$ cat config.mk
export PLATFORM = sky130hd
export DESIGN_NAME = ifu_bht_update_ctl
export DESIGN_NICKNAME = d
export VERILOG_FILES = /design/src/rtl/swerv_types.sv /design/src/rtl/ifu_bht_upd_fifo.sv /design/src/rtl/ifu_bht_update_ctl.sv
export SDC_FILE = /design/constraint.sdc
export NUM_CORES = 1
export LEC_CHECK = 0
export CAP_MARGIN = 20
export CORE_ASPECT_RATIO = 1.75
export CORE_UTILIZATION = 35
export CTS_BUF_LIST = sky130_fd_sc_hd__clkbuf_2 sky130_fd_sc_hd__clkbuf_4 sky130_fd_sc_hd__clkbuf_8
export DETAILED_ROUTE_END_ITERATION = 10
export GPL_TIMING_DRIVEN = 0
export HOLD_SLACK_MARGIN = 0.12
export PLACE_DENSITY = 0.61
export SYNTH_ARGS = -nofsm -noshare
export SYNTH_HDL_FRONTEND = slang
export SYNTH_SLANG_ARGS = --single-unit
$ cat constraint.sdc
create_clock -name clk -period 17.2 [get_ports clk]
set_input_delay 4.3 -clock clk [delete_from_list [all_inputs] [get_ports clk]]
set_output_delay 4.3 -clock clk [all_outputs]
set_load 0.02 [all_outputs]
$ cat src/rtl/swerv_types.sv
// Shared IFU/EXU types: BHT index geometry and the resolved-branch
// update packet that travels from EXU into the BHT update queue.
`ifndef RV_BHT_ADDR_HI
`define RV_BHT_ADDR_HI 8
`endif
`ifndef RV_BHT_ADDR_LO
`define RV_BHT_ADDR_LO 2
`endif

package swerv_types;

   localparam int BHT_ADDR_HI = `RV_BHT_ADDR_HI;
   localparam int BHT_ADDR_LO = `RV_BHT_ADDR_LO;
   localparam int BHT_IDX_W   = BHT_ADDR_HI - BHT_ADDR_LO + 1;
   localparam int BHT_ENTRIES = 2 ** BHT_IDX_W;

   typedef struct packed {
      logic [BHT_ADDR_HI:BHT_ADDR_LO] idx;
      logic [1:0]                     hist;
   } bht_upd_pkt_t;

endpackage

$ cat src/rtl/ifu_bht_upd_fifo.sv
// BHT update queue. Ports: clk, rst (async high), push/din, pop/dout,
// full, empty, plus ent/vld: all slots in age order (0 = oldest).
module ifu_bht_upd_fifo
   import swerv_types::*;
#(
   parameter int DEPTH = 4
) (
   input  logic                     clk,
   input  logic                     rst,
   input  logic                     push,
   input  bht_upd_pkt_t             din,
   input  logic                     pop,
   output bht_upd_pkt_t             dout,
   output logic                     full,
   output logic                     empty,
   output bht_upd_pkt_t [DEPTH-1:0] ent,
   output logic [DEPTH-1:0]         vld
);

   localparam int AW = $clog2(DEPTH);
   localparam int PW = AW + 1;

   bht_upd_pkt_t mem [DEPTH];
   logic [PW-1:0] wr_ptr;
   logic [PW-1:0] rd_ptr;
   logic [PW-1:0] cnt;

   assign cnt   = wr_ptr - rd_ptr;
   assign empty = (wr_ptr == rd_ptr);
   assign full  = (wr_ptr[AW] != rd_ptr[AW]) &&
                  (wr_ptr[AW-1:0] == rd_ptr[AW-1:0]);
   assign dout  = mem[rd_ptr[AW-1:0]];

   always_ff @(posedge clk or posedge rst) begin
      if (rst) begin
         wr_ptr <= '0;
         rd_ptr <= '0;
      end else begin
         if (push) wr_ptr <= wr_ptr + 1'b1;
         if (pop)  rd_ptr <= rd_ptr + 1'b1;
      end
   end

   // Payload needs no reset; the pointers define what is live.
   always_ff @(posedge clk) begin
      if (push) mem[wr_ptr[AW-1:0]] <= din;
   end

   always_comb begin
      for (int k = 0; k < DEPTH; k++) begin
         ent[k] = mem[rd_ptr[AW-1:0] + AW'(k)];
         vld[k] = (PW'(k) < cnt);
      end
   end

endmodule

$ cat src/rtl/ifu_bht_update_ctl.sv
// Queues resolved branch updates and drains them into the 2-bit BHT;
// serves 1-cycle lookups with bypass from incoming and queued updates.
// Ports: exu_upd_* (update in), ifu_rd_* (lookup), status counters.
module ifu_bht_update_ctl
   import swerv_types::*;
#(
   parameter int FIFO_DEPTH = 4
) (
   input  logic        clk,
   input  logic        rst,
   input  logic        exu_upd_valid,
   input  logic [31:1] exu_upd_pc,
   input  logic [1:0]  exu_upd_hist,
   input  logic        exu_upd_ataken,
   input  logic        exu_upd_misp,
   input  logic        ifu_rd_en,
   input  logic [31:1] ifu_rd_pc,
   output logic        ifu_rd_valid,
   output logic [1:0]  ifu_rd_hist,
   output logic        upd_fifo_full,
   output logic [7:0]  upd_drop_cnt,
   output logic [15:0] misp_cnt
);

   logic [1:0] bht [BHT_ENTRIES];

   bht_upd_pkt_t                  upd_pkt;
   bht_upd_pkt_t                  head;
   bht_upd_pkt_t [FIFO_DEPTH-1:0] ent;
   logic [FIFO_DEPTH-1:0]         vld;
   logic [BHT_ADDR_HI:BHT_ADDR_LO] rd_idx;
   logic       empty;
   logic       push;
   logic       pop;
   logic       drop;
   logic [1:0] byp_hist;
   logic       unused;

   assign upd_pkt.idx  = exu_upd_pc[BHT_ADDR_HI:BHT_ADDR_LO];
   assign upd_pkt.hist = exu_upd_hist;
   assign rd_idx       = ifu_rd_pc[BHT_ADDR_HI:BHT_ADDR_LO];

   // Single-ported array: a lookup steals the port from the drain.
   assign pop  = !ifu_rd_en && !empty;
   assign push = exu_upd_valid && (!upd_fifo_full || pop);
   assign drop = exu_upd_valid && upd_fifo_full && !pop;

   assign unused = ^{exu_upd_ataken,
                     exu_upd_pc[31:BHT_ADDR_HI+1],
                     exu_upd_pc[BHT_ADDR_LO-1:1],
                     ifu_rd_pc[31:BHT_ADDR_HI+1],
                     ifu_rd_pc[BHT_ADDR_LO-1:1]};

   ifu_bht_upd_fifo #(
      .DEPTH (FIFO_DEPTH)
   ) u_fifo (
      .clk   (clk),
      .rst   (rst),
      .push  (push),
      .din   (upd_pkt),
      .pop   (pop),
      .dout  (head),
      .full  (upd_fifo_full),
      .empty (empty),
      .ent   (ent),
      .vld   (vld)
   );

   // Walk oldest to youngest so the youngest match wins; the
   // in-flight update (even one about to be dropped) beats the queue.
   always_comb begin
      byp_hist = bht[rd_idx];
      for (int k = 0; k < FIFO_DEPTH; k++) begin
         if (vld[k] && ent[k].idx == rd_idx) byp_hist = ent[k].hist;
      end
      if (exu_upd_valid && upd_pkt.idx == rd_idx) byp_hist = exu_upd_hist;
   end

   always_ff @(posedge clk or posedge rst) begin
      if (rst) begin
         for (int i = 0; i < BHT_ENTRIES; i++) bht[i] <= 2'b00;
      end else if (pop) begin
         bht[head.idx] <= head.hist;
      end
   end

   always_ff @(posedge clk or posedge rst) begin
      if (rst) begin
         ifu_rd_valid <= 1'b0;
         ifu_rd_hist  <= 2'b00;
      end else begin
         ifu_rd_valid <= ifu_rd_en;
         if (ifu_rd_en) ifu_rd_hist <= byp_hist;
      end
   end

   always_ff @(posedge clk or posedge rst) begin
      if (rst) begin
         upd_drop_cnt <= '0;
         misp_cnt     <= '0;
      end else begin
         if (drop && upd_drop_cnt != 8'hFF)
            upd_drop_cnt <= upd_drop_cnt + 8'd1;
         if (push && exu_upd_misp && misp_cnt != 16'hFFFF)
            misp_cnt <= misp_cnt + 16'd1;
      end
   end

endmodule

==> results of run 1 <==
==> per-stage QoR <==
| step | std cells | instance area (µm²) |
|---|---|---|
| 2_1_floorplan | 1279 | 16530 |
| 3_3_place_gp | 1909 | 17690 |
| 3_5_place_dp | 1914 | 17800 |
| 4_1_cts | 2003 | 18890 |
| 5_1_grt | 2004 | 18890 |
| 6_report | 2004 | 18890 |
==> path summary, 6_finish.rpt <==
check / startpoint / end / slack, ns
setup / recovery: u_fifo.rd_ptr[1]$_DFFE_PP0P_ / upd_fifo_full / 9.69
hold / removal: bht[140]$_DFFE_PP0P_ / bht[140]$_DFFE_PP0P_ / 0.48
setup reg to reg: u_fifo.rd_ptr[1]$_DFFE_PP0P_ / bht[94]$_DFFE_PP0P_ / 13.33
hold reg to reg: bht[140]$_DFFE_PP0P_ / bht[140]$_DFFE_PP0P_ / 0.48
max in group asynchronous: rst / bht[201]$_DFFE_PP0P_ / 11.54
min in group asynchronous: rst / bht[123]$_DFFE_PP0P_ / 4.15
==> synth_stat cells (8+ instances only) <==
| cell type | instances | area (µm²) |
|---|---|---|
| nor2b_1 | 8 | 50.05 |
| nand2b_1 | 8 | 50.05 |
| nor3_1 | 9 | 45.04 |
| mux4_2 | 89 | 2004 |
| xor2_1 | 8 | 70.07 |
| nand2_1 | 147 | 551.8 |
| o21ai_0 | 57 | 285.3 |
| mux2i_1 | 30 | 300.3 |
| nor2_1 | 106 | 397.9 |
| inv_1 | 11 | 41.29 |
| nand4_1 | 21 | 131.4 |
| buf_2 | 31 | 155.2 |
| ha_1 | 9 | 112.6 |
| xnor2_1 | 55 | 481.7 |
| dfrtp_1 | 289 | 7232 |
| edfxtp_1 | 36 | 1081 |
| clkbuf_1 | 41 | 153.9 |
| mux2_2 | 209 | 2354 |
| mux2_1 | 8 | 90.09 |
==> routing by layer <==
layer,vias up,track usage,share of wire
li1,4852,-,-
met1,5648,0.2024,0.32
met2,371,0.4151,0.54
met3,205,0.03391,0.041
met4,0,0.1912,0.096
met5,-,0,0
==> layout make-up <==
cell class / count / area (µm²)
Fill cell: 4523 / 27880
Sequential cell: 325 / 8313
Multi-Input combinational cell: 864 / 7806
Clock buffer: 71 / 895.9
Tap cell: 588 / 735.7
Timing Repair Buffer: 47 / 523.0
Buffer: 79 / 374.1
Clock inverter: 18 / 195.2
Inverter: 11 / 48.80
Antenna cell: 1 / 2.502
==> registers in the layout, summed over array words and instances, names as in the netlist <==
signal / count
u_fifo.wr_ptr: 3
u_fifo.mem: 36
ifu_rd_hist: 2
misp_cnt: 16
ifu_rd_valid: 1
u_fifo.rd_ptr: 3
bht: 256
upd_drop_cnt: 8
==> logic make-up (layout without fill, tap and decap cells) <==
| group | after synthesis | count (layout) | synth area share |
|---|---|---|---|
| and+or+nand+nor | 355 | 355 | 0.09875 |
| other | 0 | 1 | 0 |
| muxes | 343 | 343 | 0.2976 |
| xor gates and xnor gates | 64 | 64 | 0.03473 |
| buffers and inverters | 90 | 226 | 0.02512 |
| DFF | 325 | 325 | 0.5028 |
| AOI/OAI and AO/OA | 92 | 92 | 0.03299 |
| adders and majority gates | 10 | 10 | 0.008021 |
==> power by group <==
part / total [mW] / switching, mW / internal [mW] / leakage, nW
Combinational: 1.28 / 0.745 / 0.538 / 3.27
Clock: 0.716 / 0.319 / 0.397 / 0.584
Sequential: 1.19 / 0.156 / 1.03 / 4.25
==> worst max-delay path: cells and delay by family (launching register included) <==
kind / cells / cell delay [ns]
buf+inv: 4 / 1.46
fa+ha+maj: 1 / 0.32
simple gates: 2 / 0.33
flops: 1 / 0.48
==> cell usage in the layout, fill, tap and decap left out, types with 3 or more instances in the layout <==
| cell type | n |
|---|---|
| nand2_1 | 147 |
| xor2_1 | 8 |
| nor2b_1 | 8 |
| clkbuf_4 | 13 |
| edfxtp_1 | 36 |
| xnor2_1 | 55 |
| mux2i_1 | 30 |
| nand4_1 | 21 |
| a22oi_1 | 5 |
| o21ai_0 | 57 |
| clkbuf_1 | 41 |
| and2_1 | 7 |
| mux4_2 | 89 |
| nand2b_1 | 8 |
| nand2_2 | 7 |
| mux4_1 | 6 |
| bufinv_16 | 4 |
| inv_1 | 10 |
| mux2_1 | 8 |
| dfrtp_1 | 289 |
| o32ai_1 | 3 |
| nor3b_1 | 4 |
| clkdlybuf4s50_1 | 42 |
| a21oi_1 | 3 |
| mux2_2 | 209 |
| clkbuf_8 | 58 |
| clkinv_2 | 10 |
| nor4_1 | 3 |
| o22ai_1 | 6 |
| nand3_1 | 7 |
| ha_1 | 9 |
| nor2_1 | 106 |
| a31oi_1 | 3 |
| buf_2 | 32 |
| nor3_1 | 9 |
| buf_16 | 3 |
| and3_1 | 6 |
==> summary.txt, run 1 <==
Status
  – Status: finished clean

Worst setup path
  – CP max-delay cell: clkdlybuf4s50_1
  – Crit Path Max Fanout: 10
  – Crit path capture type: output pin
  – Crit path DAT: 3.21 ns
  – Crit path cell chain: buf_2 > buf_2 > inv_1 > ha_1 > nand2_1 > nor2_1 > clkdlybuf4s50_1
  – Cell mode on critical path: buf_2
  – Slowest stage delay, CP: 0.68 ns
  – WS Path Type: reg -> out
  – Worst Setup Start Kind: flop
  – Worst Reg-to-Reg Cells: 9
  – CP required: 12.90 ns

Timing
  – Setup ws final: 9.688 ns
  – Worst Max-Slew Pin Slew: 1.039 ns
  – Count of final max-slew check failures: 0
  – Fin Setup TNS: 0 ns
  – Final period utilization: 0.4368
  – Max Clock Skew: 0.03180 ns
  – RSZ-0062 raised after global routing: false
  – Min cycle time layout: 7.512 ns
  – Final setup viols: 0
  – Fin. Hold Viols: 0
  – Fmax: 133.1 MHz
  – Slew headroom: 0.3072
  – Min Hold Slack: 0.4827 ns

Power and ir drop
  – Pwr/cell area: 168.8 mW/mm²
  – Leakage power: 8.103 nW
  – Worst vdd ir: 0.00009004 V
  – Tot Pwr: 3.190 mW

Layout
  – Fraction of layout instances using a drive strength above 1: 0.3145
  – Post-layout util: 0.4040
  – Area Overhead vs Synth: 14.27%
  – Final nets: 1457

Drt
  – Via count: 11080
  – First-pass DRT Iterations: 5
  – DRC viols: 0
  – DR iter-0 viols: 501
  – Vias/cell: 5.527
  – Routed wire length: 51030 µm
  – DR WL/cell: 25.47 µm
  – Post-DRT Antenna Nets: 0

Global routing
  – Total GRT Usage: 0.2182
  – Vias in the first global route: 12180
  – Pin count of the biggest net entering global routing: 117
  – Grt total ovfl: 0
  – Initial antenna violation count: 1
  – First-pass GRT wire length: 76850 µm

Clock network
  – Clock Latency Late Sink: 0.60 ns
  – CTS tree: yes
  – Cts bufs inserted: 49
  – H-tree levels: 2
  – CTS resizes: 0
  – CTS clk-pin slew, worst paths: 0.07 ns
  – CTS max path bufs: 3
  – CTS root buf: clkbuf_8
  – Post-CTS setup buffers: 0
  – CTS Hold Bufs: 0
  – Total clock sinks: 325

Min path
  – Worst Hold Depth: 2
  – Hold Path Class: reg -> reg

Synth
  – EDFF count, synth: 36
  – Synth Net Count: 1359
  – Yosys warns: 0
  – Syn avg cell area: 12.93 µm²
  – Unique masters post-synth: 66
  – Synthesized cell area: 0.01653 mm²
  – Sequential element share of the synthesized area: 0.5028
  – FFs w/ async S/R, synth: 0.8892
  – Syn Inst Count: 1279
  – Top FF cell, synth: dfrtp_1
  – Yosys reg bits: 325

Placement
  – HPWL Detailed: 38170 µm
  – PortBufs: 42
  – Placer Congestion: 0.9775
  – Worst slack, placed: 9.520 ns

Floorplan
  – Starting Density: 0.3535
  – Core Area: 0.04677 mm²
  – Die W: 166.3 µm
  – Number of I/O pins: 98
  – DIE HEIGHT: 289.5 µm
  – Row count: 105
  – Die area: 0.04815 mm²

Run
  – MaxCap Viol Count: 0
Note: power is estimated with default switching activity, not from simulation.
==> run 2: changes to the inputs <==
==> constraint.sdc (replaced) <==
create_clock -name clk -period 7.3 [get_ports clk]
set_input_delay 1.825 -clock clk [delete_from_list [all_inputs] [get_ports clk]]
set_output_delay 1.825 -clock clk [all_outputs]
set_load 0.02 [all_outputs]
==> run 2 against run 1 <==
  * Routed wire length is 0.54% higher
  * Highest routed layer unchanged
  * Critical path type unchanged
  * Clock power grew 130%
  * First-iteration DRC count rose by 10%
==> summary.txt, run 2 (synthesized netlist as in run 1, its figures left out) <==
Status
  – Status: finished clean

Floorplan
  – Core Area: 0.04677 mm²
  – Number of I/O pins: 98
  – Die W: 166.3 µm
  – DIE HEIGHT: 289.5 µm
  – Starting Density: 0.3535
  – Row count: 105
  – Die area: 0.04815 mm²

Timing
  – Max Clock Skew: 0.05622 ns
  – Fin. Hold Viols: 0
  – Min Hold Slack: 0.4752 ns
  – Count of final max-slew check failures: 0
  – Fmax: 197.0 MHz
  – Fin Setup TNS: 0 ns
  – RSZ-0062 raised after global routing: false
  – Worst Max-Slew Pin Slew: 1.087 ns
  – Slew headroom: 0.2751
  – Min cycle time layout: 5.077 ns
  – Final setup viols: 0
  – Final period utilization: 0.6955

Worst setup path
  – WS Path Type: reg -> out
  – Crit path capture type: output pin
  – Slowest stage delay, CP: 0.68 ns
  – CP required: 5.48 ns
  – Critical Path End: upd_fifo_full
  – Worst r2r src: u_fifo.rd_ptr[1]$_DFFE_PP0P_
  – CP bufs+invs: 4
  – Worst Reg-to-Reg Cells: 9
  – Beginning of the critical path: u_fifo.rd_ptr[1]$_DFFE_PP0P_
  – Top cell family by delay on the critical path: buffers and inverters
  – Stages on worst setup path: 7
  – R2R Setup Slk: 3.33 ns
  – Crit Path Max Fanout: 10
  – Worst Setup Start Kind: flop
  – CP max-delay cell: clkdlybuf4s50_1
  – Crit path DAT: 3.25 ns
  – Crit path cell chain: buf_2 > buf_2 > inv_1 > ha_1 > nand2_1 > nor2_1 > clkdlybuf4s50_1
  – Cell mode on critical path: buf_2
  – FF-to-FF End: bht[95]$_DFFE_PP0P_

Clock network
  – Cts bufs inserted: 47
  – CTS clk-pin slew, worst paths: 0.07 ns
  – Total clock sinks: 325
  – CTS root buf: clkbuf_8
  – Post-CTS setup buffers: 0
  – CTS resizes: 0
  – CTS tree: yes
  – H-tree levels: 2
  – CTS max path bufs: 3
  – Clock Latency Late Sink: 0.63 ns
  – CTS Hold Bufs: 0

Layout
  – Most common cell after layout, fill and taps aside: dfrtp_1
  – FILL cells: 4388
  – Finished Cell Area: 0.01894 mm²
  – Fraction of layout instances using a drive strength above 1: 0.3129
  – Commonest cells after routing, fill and taps aside: 289 x dfrtp_1, 209 x mux2_2, 147 x nand2_1
  – Area Overhead vs Synth: 14.55%
  – Max reg flops: 256
  – Final nets: 1461
  – Post-layout util: 0.4050
  – Largest Register: bht

Placement
  – Placer Congestion: 0.9792
  – Placed Instance Area: 0.01790 mm²
  – HPWL Detailed: 38900 µm
  – PortBufs: 42

Run
  – MaxCap Viol Count: 0

Global routing
  – Vias in the first global route: 12010
  – Initial antenna violation count: 1
  – Pin count of the biggest net entering global routing: 41
  – First-pass GRT wire length: 76270 µm
  – Total GRT Usage: 0.2168
  – Grt total ovfl: 0

Power and ir drop
  – Leakage power: 8.112 nW
  – Worst vdd ir: 0.0002613 V
  – Pwr/cell area: 395.0 mW/mm²
  – Tot Pwr: 7.482 mW

Drt
  – DR iter-0 viols: 552
  – Post-DRT Antenna Nets: 0
  – Routed wire length: 51310 µm
  – DRC viols: 0
  – Via count: 11220
  – First-pass DRT Iterations: 5
  – Vias/cell: 5.587
  – DR WL/cell: 25.55 µm

Min path
  – Hold Path Class: reg -> reg
[run 2: worst min-delay path by stage]
stage | from | to | slack (ns) | cells after the start
finish | bht[252]$_DFFE_PP0P_ | bht[252]$_DFFE_PP0P_ | 0.48 | 2
detailed placement | bht[58]$_DFFE_PP0P_ | bht[58]$_DFFE_PP0P_ | 0.47 | 2
CTS | bht[252]$_DFFE_PP0P_ | bht[252]$_DFFE_PP0P_ | 0.48 | 2
floorplan | bht[254]$_DFFE_PP0P_ | bht[254]$_DFFE_PP0P_ | 0.44 | 2
global route | bht[252]$_DFFE_PP0P_ | bht[252]$_DFFE_PP0P_ | 0.50 | 2
global placement | bht[248]$_DFFE_PP0P_ | bht[248]$_DFFE_PP0P_ | 0.46 | 2
[run 2: area by class of cell]
cell class / instances / area, µm² / area share
sequential: 325 / 8313 / 0.4389
multi-input combinational: 864 / 7806 / 0.4121
clock buffer: 60 / 800.8 / 0.04228
tap: 588 / 735.7 / 0.03884
timing repair buffer: 53 / 628.1 / 0.03316
buffer: 79 / 374.1 / 0.01975
clock inverter: 27 / 235.2 / 0.01242
inverter: 11 / 45.04 / 0.002378
antenna: 1 / 2.502 / 0.0001321
[run 2: power by group]
group	switching (mW)	internal, mW
clock network	0.769	0.868
logic	1.76	1.28
registers	0.368	2.44
total	2.90	4.58
[run 2: metrics by stage]
| step | worst slack, ns | instances |
|---|---|---|
| floorplan | 1.642 | 1279 |
| global placement | -0.5322 | 1909 |
| detailed placement | 2.083 | 1920 |
| CTS | 2.161 | 2007 |
| global route | 2.066 | 2008 |
| finish | 2.223 | 2008 |
[run 2: worst reg2reg max path: stages, from the launching register on]
cell and delay (ns):
dfrtp_1 0.52, buf_2 0.36, buf_2 0.35, inv_1 0.10
ha_1 0.34, a31oi_1 0.64, clkbuf_1 0.49, nand2_1 0.37
nor2_1 0.31, mux2_2 0.36
[run 2: routing by layer]
metal / global-route usage / vias to the layer above / wire [µm]
met3: 0.02587 / 185 / 1786
met2: 0.4207 / 368 / 28320
met4: 0.1725 / 0 / 4304
met5: 0 / - / 0
li1: - / 4866 / -
met1: 0.2061 / 5800 / 16890
